## src/rtl/control_sequencer.sv

```systemverilog
// Control sequencer: decodes the current instruction into the 21-bit control bundle and
// sequences the multi-cycle MEMCPY instruction as alternating LOAD/STORE phases.
// Optional feature macro: CTRL_ILLEGAL_TRAP_EN (illegal-instruction trap and HALT state).
`timescale 1ns/1ps

`ifndef CONTROLS_SV_DEFS
`define CONTROLS_SV_DEFS
`define ALU_ADD    4'b0000
`define ALU_SLL    4'b0001
`define ALU_SLT    4'b0010
`define ALU_SLTU   4'b0011
`define ALU_XOR    4'b0100
`define ALU_SRL    4'b0101
`define ALU_OR     4'b0110
`define ALU_AND    4'b0111
`define ALU_SUB    4'b1000
`define ALU_SRA    4'b1101
`define ALU_PASSB  4'b1111
`define LS_BYTE    2'b00
`define LS_HALF    2'b01
`define LS_WORD    2'b10
`define BR_NONE    3'd0
`define BR_EQ      3'd1
`define BR_NE      3'd2
`define BR_LT      3'd3
`define BR_GE      3'd4
`define BR_LTU     3'd5
`define BR_GEU     3'd6
`define BR_JUMP    3'd7
`define WSRC_ALU   2'b00
`define WSRC_MEM   2'b01
`define WSRC_PC4   2'b10
`endif

module control_sequencer #(
    parameter int unsigned CTRL_SIZE     = 21,
    parameter int unsigned ALU_SEL_WIDTH = 4,
    parameter logic [6:0]  MC_OPCODE     = 7'b0001011
) (
    input  logic                 clk,
    input  logic                 rst,
    input  logic [31:0]          instruction,
    input  logic                 ex_no_stay,
    output logic [CTRL_SIZE-1:0] ctrl_signals,
    output logic                 busy
`ifdef CTRL_ILLEGAL_TRAP_EN
    ,
    output logic                 illegal
`endif
);

    localparam logic [6:0] OP_R      = 7'b0110011;
    localparam logic [6:0] OP_IMM    = 7'b0010011;
    localparam logic [6:0] OP_LOAD   = 7'b0000011;
    localparam logic [6:0] OP_STORE  = 7'b0100011;
    localparam logic [6:0] OP_BRANCH = 7'b1100011;
    localparam logic [6:0] OP_JAL    = 7'b1101111;
    localparam logic [6:0] OP_JALR   = 7'b1100111;
    localparam logic [6:0] OP_LUI    = 7'b0110111;
    localparam logic [6:0] OP_AUIPC  = 7'b0010111;

`ifdef CTRL_ILLEGAL_TRAP_EN
    typedef enum logic [1:0] {
        ST_RUN      = 2'd0,
        ST_MC_LOAD  = 2'd1,
        ST_MC_STORE = 2'd2,
        ST_HALT     = 2'd3
    } state_t;
`else
    typedef enum logic [1:0] {
        ST_RUN      = 2'd0,
        ST_MC_LOAD  = 2'd1,
        ST_MC_STORE = 2'd2
    } state_t;
`endif

    state_t state_q, state_d;

    logic [6:0] opcode;
    logic [2:0] funct3;
    logic       funct7_b5;
    logic       unused_bits;

    assign opcode    = instruction[6:0];
    assign funct3    = instruction[14:12];
    assign funct7_b5 = instruction[30];
    // Register indices and immediates are consumed by the datapath, not here.
    assign unused_bits = ^{instruction[31], instruction[29:15], instruction[11:7]};

    logic                     write_en;
    logic [ALU_SEL_WIDTH-1:0] alu_sel;
    logic                     alu_b_sel;
    logic                     alu_a_sel;
    logic                     mem_write;
    logic                     mem_read;
    logic [1:0]               ls_type;
    logic                     load_unsigned;
    logic [1:0]               write_src_sel;
    logic [2:0]               branch_type;
    logic                     stay;
    logic                     memcpy_store;
    logic                     counter_en;
    logic                     counter_sel;
    logic                     do_load;
    logic                     do_store;
    logic [CTRL_SIZE-1:0]     ctrl_c;

`ifdef CTRL_ILLEGAL_TRAP_EN
    logic illegal_q, illegal_d;
    logic mc_bad;
    assign mc_bad = (funct3 != 3'b000) && (funct3 != 3'b010);
`endif

    // State (and trap flag) register; reset returns to RUN.
    always_ff @(posedge clk or posedge rst) begin
        if (rst) begin
            state_q <= ST_RUN;
`ifdef CTRL_ILLEGAL_TRAP_EN
            illegal_q <= 1'b0;
`endif
        end else begin
            state_q <= state_d;
`ifdef CTRL_ILLEGAL_TRAP_EN
            illegal_q <= illegal_d;
`endif
        end
    end

    // Next-state selection and control-field decode.
    always_comb begin
        state_d       = state_q;
`ifdef CTRL_ILLEGAL_TRAP_EN
        illegal_d     = illegal_q;
`endif
        write_en      = 1'b0;
        alu_sel       = `ALU_ADD;
        alu_b_sel     = 1'b0;
        alu_a_sel     = 1'b0;
        mem_write     = 1'b0;
        mem_read      = 1'b0;
        ls_type       = `LS_BYTE;
        load_unsigned = 1'b0;
        write_src_sel = `WSRC_ALU;
        branch_type   = `BR_NONE;
        stay          = 1'b0;
        memcpy_store  = 1'b0;
        counter_en    = 1'b0;
        counter_sel   = 1'b0;
        do_load       = 1'b0;
        do_store      = 1'b0;

        case (state_q)
            ST_RUN: begin
                case (opcode)
                    OP_R: begin
                        write_en = 1'b1;
                        alu_sel  = {funct7_b5, funct3};
                    end
                    OP_IMM: begin
                        write_en  = 1'b1;
                        alu_b_sel = 1'b1;
                        alu_sel   = (funct3 == 3'b101) ? {funct7_b5, funct3} : {1'b0, funct3};
                    end
                    OP_LOAD: begin
                        write_en      = 1'b1;
                        mem_read      = 1'b1;
                        alu_b_sel     = 1'b1;
                        write_src_sel = `WSRC_MEM;
                        ls_type       = funct3[1:0];
                        load_unsigned = funct3[2];
                    end
                    OP_STORE: begin
                        mem_write = 1'b1;
                        alu_b_sel = 1'b1;
                        ls_type   = funct3[1:0];
                    end
                    OP_BRANCH: begin
                        alu_sel = `ALU_SUB;
                        case (funct3)
                            3'b000:  branch_type = `BR_EQ;
                            3'b001:  branch_type = `BR_NE;
                            3'b100:  branch_type = `BR_LT;
                            3'b101:  branch_type = `BR_GE;
                            3'b110:  branch_type = `BR_LTU;
                            3'b111:  branch_type = `BR_GEU;
                            default: branch_type = `BR_NONE;
                        endcase
                    end
                    OP_JAL, OP_JALR: begin
                        write_en      = 1'b1;
                        alu_a_sel     = (opcode == OP_JAL);
                        alu_b_sel     = 1'b1;
                        write_src_sel = `WSRC_PC4;
                        branch_type   = `BR_JUMP;
                    end
                    OP_LUI: begin
                        write_en  = 1'b1;
                        alu_b_sel = 1'b1;
                        alu_sel   = `ALU_PASSB;
                    end
                    OP_AUIPC: begin
                        write_en  = 1'b1;
                        alu_a_sel = 1'b1;
                        alu_b_sel = 1'b1;
                    end
                    MC_OPCODE: begin
`ifdef CTRL_ILLEGAL_TRAP_EN
                        if (mc_bad) begin
                            illegal_d = 1'b1;
                            state_d   = ST_HALT;
                        end else begin
                            do_load = 1'b1;
                            state_d = ST_MC_STORE;
                        end
`else
                        // First element's load happens in this RUN cycle.
                        do_load = 1'b1;
                        state_d = ST_MC_STORE;
`endif
                    end
                    default: begin
`ifdef CTRL_ILLEGAL_TRAP_EN
                        illegal_d = 1'b1;
                        state_d   = ST_HALT;
`endif
                    end
                endcase
            end
            ST_MC_LOAD: begin
                do_load = 1'b1;
                state_d = ST_MC_STORE;
            end
            ST_MC_STORE: begin
                do_store = 1'b1;
                state_d  = ex_no_stay ? ST_RUN : ST_MC_LOAD;
            end
`ifdef CTRL_ILLEGAL_TRAP_EN
            ST_HALT: begin
                stay = 1'b1;
            end
`endif
            default: begin
                state_d = ST_RUN;
            end
        endcase

        if (do_load) begin
            write_en      = 1'b1;
            mem_read      = 1'b1;
            alu_b_sel     = 1'b1;
            alu_sel       = `ALU_ADD;
            write_src_sel = `WSRC_MEM;
            stay          = 1'b1;
            counter_sel   = 1'b1;
        end
        if (do_store) begin
            mem_write    = 1'b1;
            alu_b_sel    = 1'b1;
            alu_sel      = `ALU_ADD;
            stay         = 1'b1;
            memcpy_store = 1'b1;
            counter_en   = 1'b1;
            counter_sel  = 1'b1;
        end
    end

    assign ctrl_c = {write_en, alu_sel, alu_b_sel, alu_a_sel, mem_write, mem_read,
                     ls_type, load_unsigned, write_src_sel, branch_type,
                     stay, memcpy_store, counter_en, counter_sel};

    // Reset forces a NOP bundle immediately, independent of the clock.
    assign ctrl_signals = rst ? '0 : ctrl_c;

    assign busy = !rst && ((state_q == ST_MC_LOAD) || (state_q == ST_MC_STORE) ||
                           ((state_q == ST_RUN) && (opcode == MC_OPCODE)));

`ifdef CTRL_ILLEGAL_TRAP_EN
    assign illegal = illegal_q;
`endif

endmodule

```

## config.mk

```make
export PLATFORM = sky130hd
export DESIGN_NAME = control_sequencer
export DESIGN_NICKNAME = d
export VERILOG_FILES = /design/src/rtl/control_sequencer.sv
export SDC_FILE = /design/constraint.sdc
export NUM_CORES = 1
export LEC_CHECK = 0
export ABC_AREA = 1
export BUFFER_PORTS_ARGS = -buffer_cell sky130_fd_sc_hd__buf_4
export CORE_AREA = 2 2 45 47
export CTS_CLUSTER_DIAMETER = 120
export CTS_CLUSTER_SIZE = 30
export DETAILED_ROUTE_END_ITERATION = 16
export DIE_AREA = 0 0 47 49
export HOLD_SLACK_MARGIN = 0.1
export MAX_ROUTING_LAYER = met4
export PLACE_DENSITY = 0.76
export SETUP_SLACK_MARGIN = 0.5
export SLEW_MARGIN = 20
export SYNTH_ARGS = -nofsm -noshare
export SYNTH_HDL_FRONTEND = slang
export SYNTH_SLANG_ARGS = --single-unit
```

## constraint.sdc

```tcl
create_clock -name clk -period 1.9 [get_ports clk]
set_input_delay 0.38 -clock clk [delete_from_list [all_inputs] [get_ports clk]]
set_output_delay 0.38 -clock clk [all_outputs]
set_load 0.01 [all_outputs]
```

# After elaboration in Yosys (flattened, before gate mapping)
# Index checks and enable logic that the tools add are counted.
# Widths: inputs -> output; s select.
[word_totals]
register_bits = 2
latch_bits = 0
mem_bits_rw = 0
romBits = 0
in_bits = 35
out_inout_bits = 22
memories = 0
[classes]
addsub = 0
n_mul = 0
div = 0
order_cmp = 0
n_eq_ne = 18
n_shift = 0
muxes = 40
bitwise = 0
n_reduce_logical = 11
[ops]
columns = ["cell", "count"]
rows = [
  ["$mux 1", 22],
  ["$eq 7x6->1 const B", 3],
  ["$eq 7x7->1 const B", 3],
  ["$mux 21", 1],
  ["$pmux 3 s6", 1],
  ["$mux 4", 4],
  ["$pmux 4 s4", 1],
  ["$eq 7x5->1 const B", 2],
  ["$reduce_or 7->1", 2],
  ["$eq 3x3->1 const B", 4],
  ["$mux 2", 5],
  ["$eq 7x2->1 const B", 1],
  ["$eq 7x4->1 const B", 1],
  ["$pmux 2 s3", 1],
  ["$pmux 3 s2", 1],
  ["$pmux 1 s2", 2],
  ["$pmux 2 s2", 1],
  ["$reduce_or 2->1", 2],
  ["$eq 3x1->1 const B", 1],
  ["$logic_not 3->1", 1],
  ["$mux 3", 1],
  ["$eq 2x1->1 const B", 1],
  ["$eq 2x2->1 const B", 1],
  ["$logic_and 1x1->1", 2],
  ["4 further kinds", 5],
]

# Longest topological paths before layout
# Gate-level depths: netlist of the first run.
[logic_depth]
word_depth = 7
depth_mapped = 9
depth_no_buf = 9

# Worst setup path before layout of the first run
# Ideal clock, no wire load.
[synth_timing]
path_type = "register to output"
start = "reg state_q[1]"
end = "out ctrl_signals[9]"
t_arrival_ns = 1.291
t_required_ns = 1.520
slack_ns = 0.229
path_stages_with_launch = 7
path_buffers = 0
cell_sequence = "dfrtp_1 inv_1 ha_1 inv_1 nor2_2 inv_2 nor3_1"
[synth_between]
elab_chain_cells = 3
[synth_rtl]
columns = ["element", "line_no", "text"]
rows = [
  ["from (decl)", "77", "state_t state_q, state_d;"],
  ["from (signal assigned)", "122", "state_q <= state_d;"],
  ["$logic_not 2->1", "152", "case (state_q)"],
  ["$mux 1", "152", ""],
  ["$mux 21", "272", "assign ctrl_signals = rst ? '0 : ctrl_c;"],
  ["to (decl)", "44", "output logic [CTRL_SIZE-1:0] ctrl_signals,"],
]
# No other way between the ends.

# Worst setup path in the final report of the first run
[layout_timing]
start = "reg state_q[1]"
end = "out ctrl_signals[18]"
[layout_between]
elab_chain_cells = 5
word_cells_on_any_way = 9
classes_between = "eq/ne: 2; mux: 6; reduce/logical: 1"
[layout_rtl]
columns = ["element", "line_no", "text"]
rows = [
  ["$eq 2x1->1 / $logic_not 2->1 (equally long branches)", "152", ""],
  ["$pmux 1 s2 / $mux 4 (equally long branches)", "152", ""],
  ["$mux 4", "247", "if (do_load) begin"],
  ["$mux 4 (*)", "256", "if (do_store) begin"],
  ["$mux 21 (*)", "272", ""],
]
# Every way passes the cells marked *; elsewhere a longest branch is shown, timed or not.

==> results of run 1 <==
[area by class of cell]
| type | instances | share of cell area, % |
|---|---|---|
| Timing Repair inverter | 1 | 0.820 |
| Tap cell | 27 | 2.46 |
| Clock buffer | 3 | 1.64 |
| Multi-Input combinational cell | 100 | 49.0 |
| Sequential cell | 2 | 3.64 |
| Timing Repair Buffer | 52 | 35.3 |
| Inverter | 22 | 7.10 |
[worst max path at each step]
stage,from,end,cells past startpoint
6_report,state_q[1],ctrl_signals[18],9
5_1_grt,state_q[1],ctrl_signals[18],9
4_1_cts,state_q[1],ctrl_signals[16],8
3_5_place_dp,instruction[1],ctrl_signals[17],10
3_3_place_gp,instruction[1],ctrl_signals[16],10
2_1_floorplan,state_q[0],ctrl_signals[16],8
[cells in the final DEF, fill, tap and decap left out, types with 2 or more instances in the layout]
master,Yosys,routed
buf_4,2,29
nand2_1,34,25
buf_6,0,22
nor2_1,23,18
inv_2,4,10
inv_1,18,8
nand2_2,0,7
a21oi_1,10,6
nand3_1,7,5
nor2_4,0,4
inv_4,0,3
o21ai_0,6,3
o21bai_1,3,3
a21oi_2,0,3
clkbuf_4,0,3
nor3_4,0,2
nand3_2,1,2
nor2_2,1,2
inv_8,0,2
nand2_4,0,2
o21ai_2,0,2
ha_4,0,2
dfrtp_1,2,2
[logic make-up (layout without fill, tap and decap cells)]
group	after synthesis	count (layout)	share of synthesized area, %
AND/OR/NAND/NOR	72	72	47.6
AO/OA/AOI/OAI	24	24	21.3
buffers and inverters	24	78	15.4
adder cells (fa/ha/maj)	4	4	7.87
flip-flops	2	2	7.87
[metrics by stage]
| stage | TNS, ps | cell area (um2) | hold slack [ps] | power, W |
|---|---|---|---|---|
| final | -794 | 1370 | 114 | 0.00123 |
| after CTS | 0 | 1190 | 103 | 0.000890 |
| after detailed placement | 0 | 985 | 309 | 0.000574 |
| after global routing | -2030 | 1370 | 130 | 0.00130 |
| after global placement | 0 | 985 | 305 | 0.000554 |
| after floorplan | 0 | 703 | 138 | 0.000406 |
[repair_timing]
item                       4_1_cts  5_1_grt
pin swaps                       11        5
setup endpoints to repair       22       22
gates resized for setup         29       31
cloned                           1        0
buffers inserted                10        7
[worst max-delay path: cells and delay by family (launching register included)]
family	cells	cell delay [ps]
buf+inv	5	430
fa+ha+maj	1	160
simple gates	3	350
flops	1	430
[per-layer routing]
| layer | up-vias | global-route usage [%] | part of all wire, % |
|---|---|---|---|
| li1 | 516 | - | - |
| met1 | 518 | 28.5 | 43 |
| met2 | 63 | 37.4 | 47 |
| met3 | 18 | 4.81 | 5.3 |
| met4 | 0 | 9.72 | 4.0 |
| met5 | - | - | 0 |
[power groups by stage]
stage	sequential (W)	clock (W)	combinational, W
after detailed placement	0.0000850	0	0.000489
after floorplan	0.0000797	0	0.000326
after global routing	0.0000866	0.000112	0.00110
after global placement	0.0000844	0	0.000470
after CTS	0.0000778	0.0000964	0.000716
final	0.0000851	0.000104	0.00104
==> impl_metrics.csv, run 1 <==
group,metric,value,unit
final_layout,fin_util,74.6,%
sta,max_clock_freq,0.497,GHz
drt,drtIter0Drc,50,
power_and_ir_drop,switching_share,46.9,%
cts,clk_path_buf_depth,2,
synth,ys_async_sr_fraction,100,%
status,violations,"setup timing",
sta,max_slew.worst_pin.slew,321,ps
synth,postSynthCellCount,126,
power_and_ir_drop,p_int,0.000655,W
synth,yosysMostFrequentCell,"nand2_1",
cts,cts-root-buf,"clkbuf_4",
synth,syn-num-nets,165,
sta,fin_ws,-111,ps
final_layout,nNetsFinal,221,
synth,ys.flop_type,"dfrtp_1",
cts,path_clk_slew,40,ps
setup_path,rr_startpoint,"state_q[0]",
floorplanning,initial_utilization,34.5,%
placed_design,gp_congestion,0.832,
global_routing,grt_max_degree,7,
setup_path,reg2reg_slack,440,ps
setup_path,worstPathRequired,1520,ps
setup_path,rr_worst_depth,9,
cts,clkLatencyLatePin,240,ps
final_layout,drive_gt1_share,57.2,%
sta,clock_skew,13.7,ps
cts,numCtsBuffers,3,
setup_path,max_stage_delay,430,ps
drt,drt.antenna.violating_nets,0,
global_routing,grt_usage,23.7,%
cts,numClockSinks,2,
sta,period_share,106,%
synth,syn_area_per_cell,5.04,um2
setup_path,crit_type,"register to primary output",
setup_path,crit_chain,"inv_2, ha_4, inv_4, nor2_4, nand4_1, inv_2, nand2_1, inv_2, buf_6",
job,drv_cap,0,
global_routing,antenna_found_initial,0,
final_layout,reg_top3,"state_q (2)",
placed_design,placed_cells,186,
final_layout,n_antenna_cell,0,
global_routing,grt_pass1_wl,4000,um
synth,seq_area_frac_synth,7.87,%
synth,synth_area_leader_cell,"nand2_1",
final_layout,fill_cells,136,
power_and_ir_drop,p_leak,0.684,nW
setup_path,worst_ep_arrival_time,1630,ps
floorplanning,coreArea,0.00184,mm2
cts,h-tree-depth,1,
synth,yosysTopAreaCellShare,20.1,%
synth,yosys_warnings,0,
drt,num_vias,1115,
floorplanning,die_area,0.00230,mm2
power_and_ir_drop,irDropWorstVdd,1.03,mV
synth,syn_area,636,um2
status,outcome,"complete, but fails checks",
drt,via_per_inst,5.39,
synth,synth_area_leaders,"nand2_1 (20%), nor2_1 (14%), inv_1 (11%)",
final_layout,multi_input_area,673,um2
final_layout,areaGrowthSynthToFinish,116,%
global_routing,grt.overflow.total,0,
power_and_ir_drop,p_clk_share,8.4,%
sta,slew_headroom,78.6,%
final_layout,largest_reg_flops,2,
cts,cts_hold_buf,0,
floorplanning,fp.dieH,49,um
drt,wl_per_cell,15.3,um
sta,hold_viol,0,
floorplanning,io_pins,57,
synth,synth_edf_count,0,
synth,ys_top_cells_by_count,"nand2_1 (34), nor2_1 (23), inv_1 (18), a21oi_1 (10), nand3_1 (7)",
setup_path,crit_slowest_cell,"dfrtp_1",
cts,cts_tree,"built",
final_layout,area.sequential,50.0,um2
sta,slew_viol_final,0,
power_and_ir_drop,p_seq_share,6.9,%
placed_design,post-place-ws,119,ps
power_and_ir_drop,power.net_switching,0.000578,W
sta,rsz0062_at_grt,"yes",
setup_path,cp_max_fo,3,
synth,ys_seq_elements,2,
power_and_ir_drop,p_comb_share,84.7,%
setup_path,r2r_end,"state_q[0]",
final_layout,largest_register,"state_q",
setup_path,end_kind,"primary output",
sta,setup_viol,18,
setup_path,cpMostUsedCell,"inv_2",
sta,finalCriticalPeriod,2010,ps
drt,drc,0,
power_and_ir_drop,power.density,897,mW/mm2
worst_hold_path,hold_class,"primary input to asynchronous set/reset pin",
placed_design,port_buffers,35,
drt,dr.pass1.iters,4,
floorplanning,rows,16,
floorplanning,die_x,47,um
placed_design,dp_hpwl,1580,um
synth,synth.distinct_cells,21,
drt,finalWirelength,3160,um
setup_path,cp-start-kind,"register",
global_routing,grt_pass1_vias,971,
final_layout,fin_cells,207,
(Power assumes the default switching activity.)
==> run 2: changes to the inputs <==
--- a/config.mk
+++ b/config.mk
@@ -15,7 +15,7 @@
 export HOLD_SLACK_MARGIN = 0.1
 export MAX_ROUTING_LAYER = met4
 export PLACE_DENSITY = 0.76
-export SETUP_SLACK_MARGIN = 0.5
+export SETUP_SLACK_MARGIN = 0.05
 export SLEW_MARGIN = 20
 export SYNTH_ARGS = -nofsm -noshare
 export SYNTH_HDL_FRONTEND = slang
==> constraint.sdc (replaced) <==
create_clock -name clk -period 1.9 [get_ports clk]
set_input_delay 0.285 -clock clk [delete_from_list [all_inputs] [get_ports clk]]
set_output_delay 0.285 -clock clk [all_outputs]
set_load 0.01 [all_outputs]
==> impl_metrics.csv, run 2 (synthesis results as in run 1) <==
group,metric,value,unit
status,outcome,"finished clean",
final_layout,design_area,0.00104,mm2
power_and_ir_drop,irDropWorstVdd,0.655,mV
drt,drtIter0Drc,23,
final_layout,largest_register,"state_q",
drt,dr.pass1.iters,4,
placed_design,port_buffers,35,
floorplanning,initial_utilization,34.5,%
floorplanning,rows,16,
setup_path,cp_max_fo,5,
floorplanning,fp.dieH,49,um
global_routing,grt.overflow.total,0,
sta,slew_viol_final,0,
placed_design,dp_hpwl,1580,um
cts,numCtsBuffers,3,
setup_path,end_kind,"primary output",
placed_design,placed_cell_area,925,um2
floorplanning,die_x,47,um
drt,drc,0,
setup_path,rr_worst_depth,6,
global_routing,grt_pass1_wl,3550,um
global_routing,antenna_found_initial,0,
drt,wl_per_cell,10.4,um
sta,setup_viol,0,
job,drv_cap,0,
drt,drt.antenna.violating_nets,0,
final_layout,layout_commonest_cell,"buf_4",
cts,numClockSinks,2,
final_layout,largest_reg_flops,2,
final_layout,fin_util,56.4,%
final_layout,n_antenna_cell,0,
sta,rsz0062_at_grt,"yes",
floorplanning,die_area,0.00230,mm2
cts,cts-root-buf,"clkbuf_4",
final_layout,reg_top3,"state_q (2)",
final_layout,nNetsFinal,212,
sta,slew_headroom,83.3,%
cts,clk_path_buf_depth,2,
global_routing,grt_usage,19.9,%
final_layout,fill_cells,195,
drt,via_per_inst,4.88,
setup_path,worstPathRequired,1620,ps
sta,max_clock_freq,0.550,GHz
sta,hold_viol,0,
global_routing,grt_max_degree,10,
floorplanning,io_pins,57,
worst_hold_path,whs_path_depth,4,
cts,h-tree-depth,1,
floorplanning,coreArea,0.00184,mm2
placed_design,gp_congestion,0.838,
power_and_ir_drop,power,0.000753,W
worst_hold_path,hold_class,"primary input to register",
power_and_ir_drop,p_leak,0.589,nW
setup_path,crit_type,"register to primary output",
sta,clock_skew,1.23,ps
sta,finalCriticalPeriod,1820,ps
setup_path,worst_ep_arrival_time,1530,ps
global_routing,grt_pass1_vias,905,
setup_path,cp-start-kind,"register",
cts,cts_tree,"built",
drt,num_vias,967,
sta,period_share,95.6,%
cts,clkLatencyLatePin,220,ps
final_layout,layout_common_cells,"buf_4 (42), nand2_1 (33), nor2_1 (23)",
sta,max_slew.worst_pin.slew,249,ps
final_layout,drive_gt1_share,36.8,%
cts,path_clk_slew,30,ps
final_layout,areaGrowthSynthToFinish,63.4,%
power_and_ir_drop,power.density,725,mW/mm2
drt,finalWirelength,2050,um
[run 2: changes by cell type in the layout (fill, tap and decap cells not counted), moves of 3 or more]
cell / change
nor2_1: +5
a21oi_1: +4
inv_1: +3
a21oi_2: -3
nand2_2: -6
nor2_4: -3
nand2_1: +8
buf_6: -21
buf_4: +13
o21ai_0: +3
[run 2: routing by layer]
layer	track usage, %	vias to the layer above	wire length (um)
met5	-	-	0
met4	5.09	0	0
met3	0.741	0	104
met2	34.9	29	1090
met1	23.9	445	856
li1	-	493	-
[run 2: area by class of cell]
cell class              count  area (um2)  share of cell area, %
flip-flops and latches      2        50.0                   4.82
repair buffers             44         337                   32.4
multi-input cells         100         510                   49.2
inverters                  22        85.1                   8.19
well taps                  27        33.8                   3.25
clock buffers               3        22.5                   2.17
[run 2: where the power goes]
part	switching [W]	internal, W
clock	0.0000222	0.0000695
combinational	0.000317	0.000271
sequential	0.0000136	0.0000608
total	0.000352	0.000401
[run 2: worst paths after layout]
| kind | slack [ps] | from | endpoint |
|---|---|---|---|
| worst max-delay path | 80 | state_q[1] | ctrl_signals[16] |
| worst min-delay path | 350 | ex_no_stay | state_q[0] |
| worst max register to register | 690 | state_q[0] | state_q[1] |
| worst min register to register | 680 | state_q[1] | state_q[1] |
| max in group asynchronous | 1230 | rst | state_q[0] |
| min in group asynchronous | 540 | rst | state_q[1] |
[run 2: timing repair]
action,CTS,global route
setup endpoints to repair,11,12
hold endpoints to repair,2,0
hold buffers,1,0
gates resized for setup,5,9
pin swaps,2,4
setup buffers,4,3
[run 2: metrics by stage]
stage                     cells  TNS, ps  worst slack (ps)  hold slack (ps)
after CTS                   195        0              50.7              341
after floorplan             126        0               324             42.8
final                       198        0              82.9              346
after global placement      187        0               195              204
after global routing        198    -52.6             -18.2              416
after detailed placement    187        0               166              204
[run 2: critical path: stages (launching register included)]
cell and delay (ps):
dfrtp_1 390, buf_4 160, ha_1 190, inv_2 90, nand4_1 150, inv_2 120
nand2_1 50, inv_1 50, buf_4 110
